[config.mk]
export PLATFORM = sky130hd
export DESIGN_NAME = mem_arbiter_flat
export DESIGN_NICKNAME = d
export VERILOG_FILES = /design/src/rtl/mem_arbiter_if.sv /design/src/rtl/mem_arbiter.sv /design/src/flat_wrapper.sv
export SDC_FILE = /design/constraint.sdc
export NUM_CORES = 1
export LEC_CHECK = 0
export ABC_AREA = 1
export CORE_MARGIN = 3
export CORE_UTILIZATION = 44
export CTS_CLUSTER_SIZE = 12
export DETAILED_ROUTE_END_ITERATION = 12
export PLACE_DENSITY = 0.87
export SLEW_MARGIN = 20
export SYNTH_ARGS = -nofsm -noshare
export SYNTH_HDL_FRONTEND = slang
export SYNTH_SLANG_ARGS = --single-unit
export TNS_END_PERCENT = 100
[constraint.sdc]
create_clock -name clk -period 2.6 [get_ports clk]
set_input_delay 0.52 -clock clk [delete_from_list [all_inputs] [get_ports clk]]
set_output_delay 0.52 -clock clk [all_outputs]
set_load 0.005 [all_outputs]
[src/rtl/mem_arbiter_if.sv]
`ifndef MEMORY_ADDR_WIDTH
`define MEMORY_ADDR_WIDTH 11
`endif
`ifndef MEMORY_DATA_WIDTH
`define MEMORY_DATA_WIDTH 16
`endif
`ifndef GET_CONTENTS
`define GET_CONTENTS 2'd0
`endif
`ifndef SET_CONTENTS
`define SET_CONTENTS 2'd1
`endif
`ifndef GET_FREE
`define GET_FREE 2'd2
`endif

`default_nettype none

/*----------------------------------------------------------------------------
 * mem_arbiter_if
 * Command/response bus between the arbiter (master) and the memory unit.
 * Rev 1.0
 *--------------------------------------------------------------------------*/
interface mem_arbiter_if;
   logic [1:0]                      mem_func;
   logic                            mem_execute;
   logic [`MEMORY_ADDR_WIDTH-1:0]   mem_address1;
   logic [`MEMORY_ADDR_WIDTH-1:0]   mem_address2;
   logic [`MEMORY_DATA_WIDTH-1:0]   mem_write_data;
   logic                            mem_gc_ready;
   logic                            mem_is_ready;
   logic                            mem_gc;
   logic [`MEMORY_DATA_WIDTH-1:0]   mem_read_data1;
   logic [`MEMORY_DATA_WIDTH-1:0]   mem_read_data2;
   logic [`MEMORY_ADDR_WIDTH-1:0]   mem_free_addr;

   modport master (
      output mem_func, mem_execute, mem_address1, mem_address2, mem_write_data, mem_gc_ready,
      input  mem_is_ready, mem_gc, mem_read_data1, mem_read_data2, mem_free_addr
   );

   modport slave (
      input  mem_func, mem_execute, mem_address1, mem_address2, mem_write_data, mem_gc_ready,
      output mem_is_ready, mem_gc, mem_read_data1, mem_read_data2, mem_free_addr
   );
endinterface

`default_nettype wire

[src/rtl/mem_arbiter.sv]
`ifndef MEMORY_ADDR_WIDTH
`define MEMORY_ADDR_WIDTH 11
`endif
`ifndef MEMORY_DATA_WIDTH
`define MEMORY_DATA_WIDTH 16
`endif
`ifndef GET_FREE
`define GET_FREE 2'd2
`endif

`default_nettype none

/*----------------------------------------------------------------------------
 * mem_arbiter
 * Two-client arbiter for the memory unit with GC hold/drain and GET_FREE re-issue.
 * Rev 1.0
 *--------------------------------------------------------------------------*/
module mem_arbiter #(
   parameter int FIXED_PRIO = 0
) (
   input  wire                             clk,
   input  wire                             rst,
   input  wire                             c0_req,
   input  wire                             c1_req,
   input  wire [1:0]                       c0_func,
   input  wire [1:0]                       c1_func,
   input  wire [`MEMORY_ADDR_WIDTH-1:0]    c0_addr1,
   input  wire [`MEMORY_ADDR_WIDTH-1:0]    c0_addr2,
   input  wire [`MEMORY_ADDR_WIDTH-1:0]    c1_addr1,
   input  wire [`MEMORY_ADDR_WIDTH-1:0]    c1_addr2,
   input  wire [`MEMORY_DATA_WIDTH-1:0]    c0_wdata,
   input  wire [`MEMORY_DATA_WIDTH-1:0]    c1_wdata,
   output logic                            c0_done,
   output logic                            c1_done,
   output logic [`MEMORY_DATA_WIDTH-1:0]   rdata1,
   output logic [`MEMORY_DATA_WIDTH-1:0]   rdata2,
   output logic [`MEMORY_ADDR_WIDTH-1:0]   faddr,
   output logic                            gc_done,
   output logic [`MEMORY_ADDR_WIDTH-1:0]   gc_root,
   mem_arbiter_if.master                   mem
);

   localparam int         c_AW       = `MEMORY_ADDR_WIDTH;
   localparam int         c_DW       = `MEMORY_DATA_WIDTH;
   localparam logic [1:0] c_GET_FREE = `GET_FREE;

   localparam logic [2:0] c_IDLE     = 3'd0;
   localparam logic [2:0] c_ISSUE    = 3'd1;
   localparam logic [2:0] c_WAIT     = 3'd2;
   localparam logic [2:0] c_GC_HOLD  = 3'd3;
   localparam logic [2:0] c_GC_DRAIN = 3'd4;
   localparam logic [2:0] c_DONE     = 3'd5;

   logic [2:0]      r_state;
   logic [2:0]      w_next_state;
   logic [2:0]      r_gc_ret;
   logic            r_grant;
   logic            r_last;
   logic            r_gc_done;
   logic            w_pick;
   logic            w_grant;
   logic            w_free_gc;
   logic            w_capture;
   logic [1:0]      r_func;
   logic [c_AW-1:0] r_addr1;
   logic [c_AW-1:0] r_addr2;
   logic [c_DW-1:0] r_wdata;
   logic [c_DW-1:0] r_rdata1;
   logic [c_DW-1:0] r_rdata2;
   logic [c_AW-1:0] r_faddr;
   logic [c_AW-1:0] r_gc_root;

   // A GC reported against GET_FREE means the allocation was not served.
   assign w_free_gc = mem.mem_gc && (r_func == c_GET_FREE);
   assign w_capture = (r_state == c_WAIT) && mem.mem_is_ready && !w_free_gc;
   assign w_grant   = (r_state == c_IDLE) && (w_next_state == c_ISSUE);

   always_comb begin
      w_pick = c1_req;
      if (c0_req && c1_req) begin
         w_pick = (FIXED_PRIO != 0) ? 1'b0 : ~r_last;
      end
   end

   always_ff @(posedge clk or negedge rst) begin
      if (!rst) begin
         r_state <= c_IDLE;
      end else begin
         r_state <= w_next_state;
      end
   end

   always_comb begin
      w_next_state = r_state;
      case (r_state)
         c_IDLE: begin
            if (mem.mem_gc) begin
               w_next_state = c_GC_HOLD;
            end else if (mem.mem_is_ready && (c0_req || c1_req)) begin
               w_next_state = c_ISSUE;
            end
         end
         c_ISSUE:    w_next_state = c_WAIT;
         c_WAIT: begin
            if (mem.mem_is_ready) begin
               w_next_state = mem.mem_gc ? c_GC_HOLD : c_DONE;
            end
         end
         c_GC_HOLD: begin
            if (!mem.mem_gc) begin
               w_next_state = c_GC_DRAIN;
            end
         end
         c_GC_DRAIN: begin
            if (mem.mem_is_ready) begin
               w_next_state = r_gc_ret;
            end
         end
         c_DONE:     w_next_state = c_IDLE;
         default:    w_next_state = c_IDLE;
      endcase
   end

   always_comb begin
      mem.mem_execute  = 1'b0;
      mem.mem_gc_ready = 1'b0;
      c0_done          = 1'b0;
      c1_done          = 1'b0;
      case (r_state)
         c_ISSUE:   mem.mem_execute  = 1'b1;
         c_GC_HOLD: mem.mem_gc_ready = mem.mem_gc;
         c_DONE: begin
            c0_done = ~r_grant;
            c1_done = r_grant;
         end
         default: ;
      endcase
   end

   always_ff @(posedge clk or negedge rst) begin
      if (!rst) begin
         r_grant   <= 1'b0;
         r_last    <= 1'b1;
         r_gc_ret  <= c_IDLE;
         r_gc_done <= 1'b0;
         r_func    <= '0;
         r_addr1   <= '0;
         r_addr2   <= '0;
         r_wdata   <= '0;
         r_rdata1  <= '0;
         r_rdata2  <= '0;
         r_faddr   <= '0;
         r_gc_root <= '0;
      end else begin
         r_gc_done <= 1'b0;
         if (w_grant) begin
            r_grant <= w_pick;
            r_func  <= w_pick ? c1_func  : c0_func;
            r_addr1 <= w_pick ? c1_addr1 : c0_addr1;
            r_addr2 <= w_pick ? c1_addr2 : c0_addr2;
            r_wdata <= w_pick ? c1_wdata : c0_wdata;
         end
         if (w_capture) begin
            r_rdata1 <= mem.mem_read_data1;
            r_rdata2 <= mem.mem_read_data2;
            r_faddr  <= mem.mem_free_addr;
         end
         // Where to resume once the collection has drained.
         if (w_next_state == c_GC_HOLD) begin
            if (r_state == c_IDLE) begin
               r_gc_ret <= c_IDLE;
            end else if (r_state == c_WAIT) begin
               r_gc_ret <= w_free_gc ? c_ISSUE : c_DONE;
            end
         end
         if ((r_state == c_GC_DRAIN) && mem.mem_is_ready) begin
            r_gc_root <= mem.mem_read_data1[c_AW-1:0];
            r_gc_done <= 1'b1;
         end
         if (r_state == c_DONE) begin
            r_last <= r_grant;
         end
      end
   end

   assign mem.mem_func       = r_func;
   assign mem.mem_address1   = r_addr1;
   assign mem.mem_address2   = r_addr2;
   assign mem.mem_write_data = r_wdata;
   assign rdata1             = r_rdata1;
   assign rdata2             = r_rdata2;
   assign faddr              = r_faddr;
   assign gc_root            = r_gc_root;
   assign gc_done            = r_gc_done;

endmodule

`default_nettype wire

[src/flat_wrapper.sv]
// flat-port wrapper written by rule: the top's interface ports become plain ports
module mem_arbiter_flat 
#(
   parameter int FIXED_PRIO = 0
)
  (clk, rst, c0_req, c1_req, c0_func, c1_func, c0_addr1, c0_addr2, c1_addr1, c1_addr2, c0_wdata, c1_wdata, c0_done, c1_done, rdata1, rdata2, faddr, gc_done, gc_root, mem_mem_func, mem_mem_execute, mem_mem_address1, mem_mem_address2, mem_mem_write_data, mem_mem_gc_ready, mem_mem_is_ready, mem_mem_gc, mem_mem_read_data1, mem_mem_read_data2, mem_mem_free_addr);
  mem_arbiter_if mem_i ();
  input  wire clk;
  input  wire rst;
  input  wire c0_req;
  input  wire c1_req;
  input  wire [1:0] c0_func;
  input  wire [1:0] c1_func;
  input  wire [`MEMORY_ADDR_WIDTH-1:0] c0_addr1;
  input  wire [`MEMORY_ADDR_WIDTH-1:0] c0_addr2;
  input  wire [`MEMORY_ADDR_WIDTH-1:0] c1_addr1;
  input  wire [`MEMORY_ADDR_WIDTH-1:0] c1_addr2;
  input  wire [`MEMORY_DATA_WIDTH-1:0] c0_wdata;
  input  wire [`MEMORY_DATA_WIDTH-1:0] c1_wdata;
  output logic c0_done;
  output logic c1_done;
  output logic [`MEMORY_DATA_WIDTH-1:0] rdata1;
  output logic [`MEMORY_DATA_WIDTH-1:0] rdata2;
  output logic [`MEMORY_ADDR_WIDTH-1:0] faddr;
  output logic gc_done;
  output logic [`MEMORY_ADDR_WIDTH-1:0] gc_root;
  output wire logic [$bits(mem_i.mem_func)-1:0] mem_mem_func;
  output wire logic [$bits(mem_i.mem_execute)-1:0] mem_mem_execute;
  output wire logic [$bits(mem_i.mem_address1)-1:0] mem_mem_address1;
  output wire logic [$bits(mem_i.mem_address2)-1:0] mem_mem_address2;
  output wire logic [$bits(mem_i.mem_write_data)-1:0] mem_mem_write_data;
  output wire logic [$bits(mem_i.mem_gc_ready)-1:0] mem_mem_gc_ready;
  input wire logic [$bits(mem_i.mem_is_ready)-1:0] mem_mem_is_ready;
  input wire logic [$bits(mem_i.mem_gc)-1:0] mem_mem_gc;
  input wire logic [$bits(mem_i.mem_read_data1)-1:0] mem_mem_read_data1;
  input wire logic [$bits(mem_i.mem_read_data2)-1:0] mem_mem_read_data2;
  input wire logic [$bits(mem_i.mem_free_addr)-1:0] mem_mem_free_addr;
  assign mem_mem_func = mem_i.mem_func;
  assign mem_mem_execute = mem_i.mem_execute;
  assign mem_mem_address1 = mem_i.mem_address1;
  assign mem_mem_address2 = mem_i.mem_address2;
  assign mem_mem_write_data = mem_i.mem_write_data;
  assign mem_mem_gc_ready = mem_i.mem_gc_ready;
  assign mem_i.mem_is_ready = mem_mem_is_ready;
  assign mem_i.mem_gc = mem_mem_gc;
  assign mem_i.mem_read_data1 = mem_mem_read_data1;
  assign mem_i.mem_read_data2 = mem_mem_read_data2;
  assign mem_i.mem_free_addr = mem_mem_free_addr;
  mem_arbiter #(.FIXED_PRIO(FIXED_PRIO)) u_core (.clk(clk), .rst(rst), .c0_req(c0_req), .c1_req(c1_req), .c0_func(c0_func), .c1_func(c1_func), .c0_addr1(c0_addr1), .c0_addr2(c0_addr2), .c1_addr1(c1_addr1), .c1_addr2(c1_addr2), .c0_wdata(c0_wdata), .c1_wdata(c1_wdata), .c0_done(c0_done), .c1_done(c1_done), .rdata1(rdata1), .rdata2(rdata2), .faddr(faddr), .gc_done(gc_done), .gc_root(gc_root), .mem(mem_i));
endmodule
== After elaboration in Yosys (flattened, before gate mapping) ==
Index checks and enable logic that the tools add are counted.

* Input bits: 129
* Output and inout bits: 99
* Logic and storage cells: 55
* Register bits: 103

* Equality and inequality tests: 8
* Reduce and logical (&&, ||, !) cells: 12
* Bitwise operators: 2
* Muxes and demuxes: 20

{| class="wikitable"
|+ Operators by type and width
! kind !! number
|-
| two-way mux 3 bit || 9
|-
| two-way mux 11 bit || 2
|-
| two-way mux 16 bit || 1
|-
| one-hot mux 3 bit (5 select lines) || 1
|-
| equality test 3 x 2 -> 1 bit (second input constant) || 3
|-
| logical AND 1 bit || 7
|-
| equality test 3 x 1 -> 1 bit (second input constant) || 2
|-
| equality test 3 bit (second input constant) || 2
|-
| two-way mux 1 bit || 6
|-
| zero test 3 bit || 1
|-
| equality test 2 bit (second input constant) || 1
|-
| two-way mux 2 bit || 1
|-
| inverter 1 bit || 2
|-
| AND reduction 2 bit || 1
|-
| nonzero test 2 bit || 1
|-
| zero test 1 bit || 1
|-
| logical OR 1 bit || 1
|}

== Depth between registers and ports, before layout ==
* Word-level depth: 7
* Depth in mapped cells: 10
* Gate-level depth less buffers: 9

== Worst setup path before layout ==
No wires, ideal clock.

* Path kind: in2reg
* Start point: input mem_mem_is_ready
* End point: register u_core.r_addr1[0], in the netlist u_core.mem.mem_address1[0]
* Required time: 2.478 ns
* Stages: 9
* Setup time: 0.122 ns
* Path slack: 1.110 ns
* Arrival time: 1.368 ns
* Cells stage by stage: inv_1 -> nand2_1 -> nand2_1 -> nor2_1 -> nor2_1 -> nand3_2 -> nand2_4 -> buf_6 -> o21ai_2

* Longest elaborated chain between the ends: 6
* Elaborated cells on any way between the ends: 8
* Classes of those cells: 1 x eq/ne; 5 x mux; 2 x reduce/logical

{| class="wikitable"
|+ Ends and longest elaborated chain
! element !! RTL line !! source
|-
| start: declaration || flat_wrapper.sv:33 || <nowiki>input wire logic [$bits(mem_i.mem_is_ready)-1:0] mem_mem_is_ready;</nowiki>
|-
| logical AND 1 bit || mem_arbiter.sv:99 || <nowiki>end else if (mem.mem_is_ready && (c0_req || c1_req)) begin</nowiki>
|-
| two-way mux 3 bit || mem_arbiter.sv:99 ||
|-
| two-way mux 3 bit || mem_arbiter.sv:97 || <nowiki>if (mem.mem_gc) begin</nowiki>
|-
| one-hot mux 3 bit (5 select lines) (*) || mem_arbiter.sv:95 || <nowiki>case (r_state)</nowiki>
|-
| named net u_core.w_next_state[0] || mem_arbiter.sv:55 || <nowiki>logic [2:0] w_next_state;</nowiki>
|-
| equality test 3 x 1 -> 1 bit (*) || mem_arbiter.sv:76 || <nowiki>assign w_grant = (r_state == c_IDLE) && (w_next_state == c_ISSUE);</nowiki>
|-
| logical AND 1 bit (*) || mem_arbiter.sv:76 ||
|-
| end signal: assignment || mem_arbiter.sv:159 || <nowiki>r_addr1 <= w_pick ? c1_addr1 : c0_addr1;</nowiki>
|-
| end: declaration || mem_arbiter.sv:65 || <nowiki>logic [c_AW-1:0] r_addr1;</nowiki>
|}

Mark *: on every way through the listed nets, which the timed path passes. The rest lies on a longest branch.
A chain may end at the register's enable or synchronous reset.

== Final worst setup path ==
* Start point: input mem_mem_gc
* End point: output mem_mem_gc_ready

* Longest elaborated chain between the ends: 1

{| class="wikitable"
|+ Ends and longest elaborated chain
! element !! RTL line !! source
|-
| start: declaration || flat_wrapper.sv:34 || <nowiki>input wire logic [$bits(mem_i.mem_gc)-1:0] mem_mem_gc;</nowiki>
|-
| two-way mux 1 bit || mem_arbiter.sv:129 || <nowiki>case (r_state)</nowiki>
|-
| end: declaration || flat_wrapper.sv:32 || <nowiki>output wire logic [$bits(mem_i.mem_gc_ready)-1:0] mem_mem_gc_ready;</nowiki>
|}

Every way passes these cells.

==> results list <==
* Inserted Clock Buffers: 9
- The tool flagged a number of max-cap violations equal to 0.
- In this run the static leakage power is 3.27 nW.
* Number of instances in the synthesized netlist: 447
- In this run the remaining antenna-violating nets after routing total 0.
* Placer's final routability congestion estimate: 0.895
- Total via count after detailed routing: 3922
- The first global-routing pass estimated 19.5 mm of wire.
- The floorplan step defined a core boundary enclosing 0.00995 mm2.
- Smallest hold slack: 0.173 ns
* Setup TNS Final: 0 ns
- # diodes: 0
* Fin nets: 801
* Buffer type at the clock tree root: clkbuf_8
- For this design the total switching power over the nets is 2.38 mW.
* Chip Width: 108 um
- Number of global-route vias before repair: 3985
* Vias per std cell: 4.84
- The clock arrives with 0.0187 ns of skew.
- Power spread over the standard cell area amounts to 981 mW/mm2.
* Top cell type's share of synthesized area: 54.9%
* Most used DFF post-synth: dfrtp_1
- Number of distinct library cells after synthesis: 24
* Minimum clock period: 2.43 ns
- On the worst path, the slowest cell contributes a delay of 0.58 ns.
- Final hold violations: 0
- STA puts the critical path data arrival time at 1.91 ns.
- Most numerous cell types in the synthesized netlist: 101 x dfrtp_1, 99 x nand2_1, 54 x inv_1
- The synthesized design spends more area on one cell type than any other, namely dfrtp_1.
- Yosys mapped a number of flops with a built-in enable equal to 0.
- For this block, the routed nets add up to 12.4 mm of wire.
- Run status: finished, final reports clean
- For this configuration, the core starts out at a cell density of 46.3%.
- In this run the number of H-tree levels came out at 3.
- The worst setup path is launched from an input port.
- Buffers inserted to repair hold after CTS numbered 0.
- In the synthesized netlist the async set-or-reset flop fraction comes to 100%.
- Walking the worst path, the cells encountered are clkdlybuf4s50_1 -> nand4_1 -> inv_1 -> clkdlybuf4s50_1.
* Setup repair after global routing missed its margin: no
- Seq pwr share: 39.4%
- Max VDD drop: 492 uV
* Share of layout cells above drive strength 1: 12.6%
* Maximum buffer depth of the clock tree: 2
- Library cell appearing most often on the critical path: clkdlybuf4s50_1
- Largest cells by area after synthesis: dfrtp_1 55%, mux2i_1 8.7%, nand2_1 8.1%
- Worst-path cell with the longest stage delay: clkdlybuf4s50_1
* HPWL reported at the end of detailed placement: 9.92 mm
- Row cnt: 36
- CTS tree: built
- Total of buffers placed on input and output ports: 227
- The clock network accounts for 12.9% of the total power.
* Die outline area: 0.0117 mm2
- Yosys instantiated no cell more often than dfrtp_1.
- The initial antenna violation count was 0.
- At the pin with the least slew margin, the transition time is 0.624 ns.
- In this run switching power makes up 33.8% of total power.
* Area overhead of the layout relative to synthesis: 55.9%
- The number of max-slew violations in the final report is 0.
- Number of setup violations in the final report: 0
* Comb power frac: 47.7%
* Start-to-end type of the worst setup path: input port to primary output
- First-pass detailed-route iteration total: 4
* Crit path buffers/inverters: 3
* Number of remaining DRC errors: 0
- Clock Sink Count: 102
- In this run the tightest slew margin relative to its limit is 58.4%.
- Final Cycle Share: 93.6%
- After global routing the overflow that remains totals 0.
* CTS clk-pin slew, worst paths: 0.11 ns
- Setup repair bufs after CTS: 0
- In this design, the largest share of critical-path delay is due to buffers and inverters.
* Data required time at the worst endpoint: 2.08 ns
- Global routing used 21.0% of the available tracks.
* Synthesized area divided by synthesized cell count: 10.3 um2
* Flops & latches, synth: 102
* Int Power: 4.66 mW
- Share of the yosys chip area belonging to registers: 55.5%
* Maximum number of pins on one net before global-route repair: 58
* Ports: 228
* Clock latency on the worst-skew pair: 0.36 ns
- Count of routing violations after the opening detailed-route iteration: 263
- The die is 108 um tall.
- Yosys Warn Count: 0
* Total of cells resized after clock tree synthesis: 0
- The mapped netlist covers 0.00460 mm2.
- Synthesis produced a netlist with a net count of 576.
- Along the worst path, the maximum fanout reaches 5.
- After detailed routing, the average wire length per cell comes to 15.3 um.
* CP Capture Type: primary output
* Highest attainable clock frequency: 0.411 GHz
- Path category of the worst min-delay check: input port to async pin
==> area by class of cell <==
type,instances,area [um2]
clock buffer,10,128
clock inverter,6,52.6
fill,717,2780
inverter,54,203
multi-input combinational,268,1650
sequential,102,2550
tap,133,166
timing repair buffer,237,2420
==> power by group through the flow <==
stage | registers (mW) | logic (mW) | clock network, mW
global route | 2.87 | 3.68 | 1.01
global placement | 2.75 | 3.27 | 0
CTS | 2.78 | 3.42 | 0.941
detailed placement | 2.80 | 3.41 | 0
floorplan | 2.80 | 1.39 | 0
finish | 2.77 | 3.36 | 0.911
==> logic make-up (layout without fill, tap and decap cells) <==
logic type / after synthesis / in the layout / synth area share, %
compound gates: 90 / 90 / 13.2
buf+inv: 77 / 307 / 8.67
flops: 102 / 102 / 55.5
mux: 51 / 51 / 11.4
simple gates: 127 / 127 / 11.3
==> final timing paths <==
kind,from,to,slack (ns),depth (start not counted)
worst max-delay path,mem_mem_gc,mem_mem_gc_ready,0.17,4
worst min-delay path,rst,u_core.rdata1[4],0.17,1
worst max register to register,u_core.r_state[0],u_core.rdata1[0],0.74,7
worst min register to register,u_core.r_gc_ret[0],u_core.r_gc_ret[0],0.49,2
max in group asynchronous,rst,u_core.rdata2[12],1.67,2
min in group clk,u_core.r_gc_ret[0],u_core.r_gc_ret[0],0.49,2
==> flip-flops by register name, indices dropped and copies added (netlist names) <==
name and flops:
u_core.r_state 3, u_core.rdata1 16, u_core.mem.mem_func 2, u_core.faddr 11
u_core.gc_root 11, u_core.r_gc_ret 2, u_core.r_grant 1, u_core.mem.mem_address2 11
u_core.r_last 1, u_core.gc_done 1, u_core.mem.mem_address1 11, u_core.mem.mem_write_data 16
u_core.rdata2 16
==> cell usage in the layout (no fill, tap or decap), drive strengths merged <==
cell and count:
mux2i 40, and2 1, mux2 11, nand4 5, dfrtp 101, clkdlybuf4s50 226, nand3b 1, nor3 1
buf 11, clkinvlp 2, dfstp 1, clkbuf 10, o21ai 89, nor2 14, nand3 4, clkinv 1
o211ai 1, nand2 101, inv 57
==> stage by stage <==
| step | setup WS [ns] | instances | utilization (%) | total power, mW | cell area, um2 |
|---|---|---|---|---|---|
| 6_report | 0.167 | 810 | 72.1 | 7.04 | 7180 |
| 5_1_grt | 0.104 | 810 | 72.1 | 7.56 | 7180 |
| 4_1_cts | 0.173 | 810 | 72.1 | 7.14 | 7180 |
| 3_5_place_dp | 0.179 | 794 | 70.3 | 6.21 | 7000 |
| 3_3_place_gp | 0.220 | 794 | 70.3 | 6.02 | 7000 |
| 2_1_floorplan | 1.11 | 447 | - | 4.19 | 4600 |
==> metal layers <==
layer	vias up	global-route usage, %	share of wire (%)
li1	1888	-	-
met1	1834	26.1	40
met2	192	36.0	49
met3	8	7.40	11
met4	0	3.52	0.69
met5	-	0	0
Power figures use the tool's default switching activity.
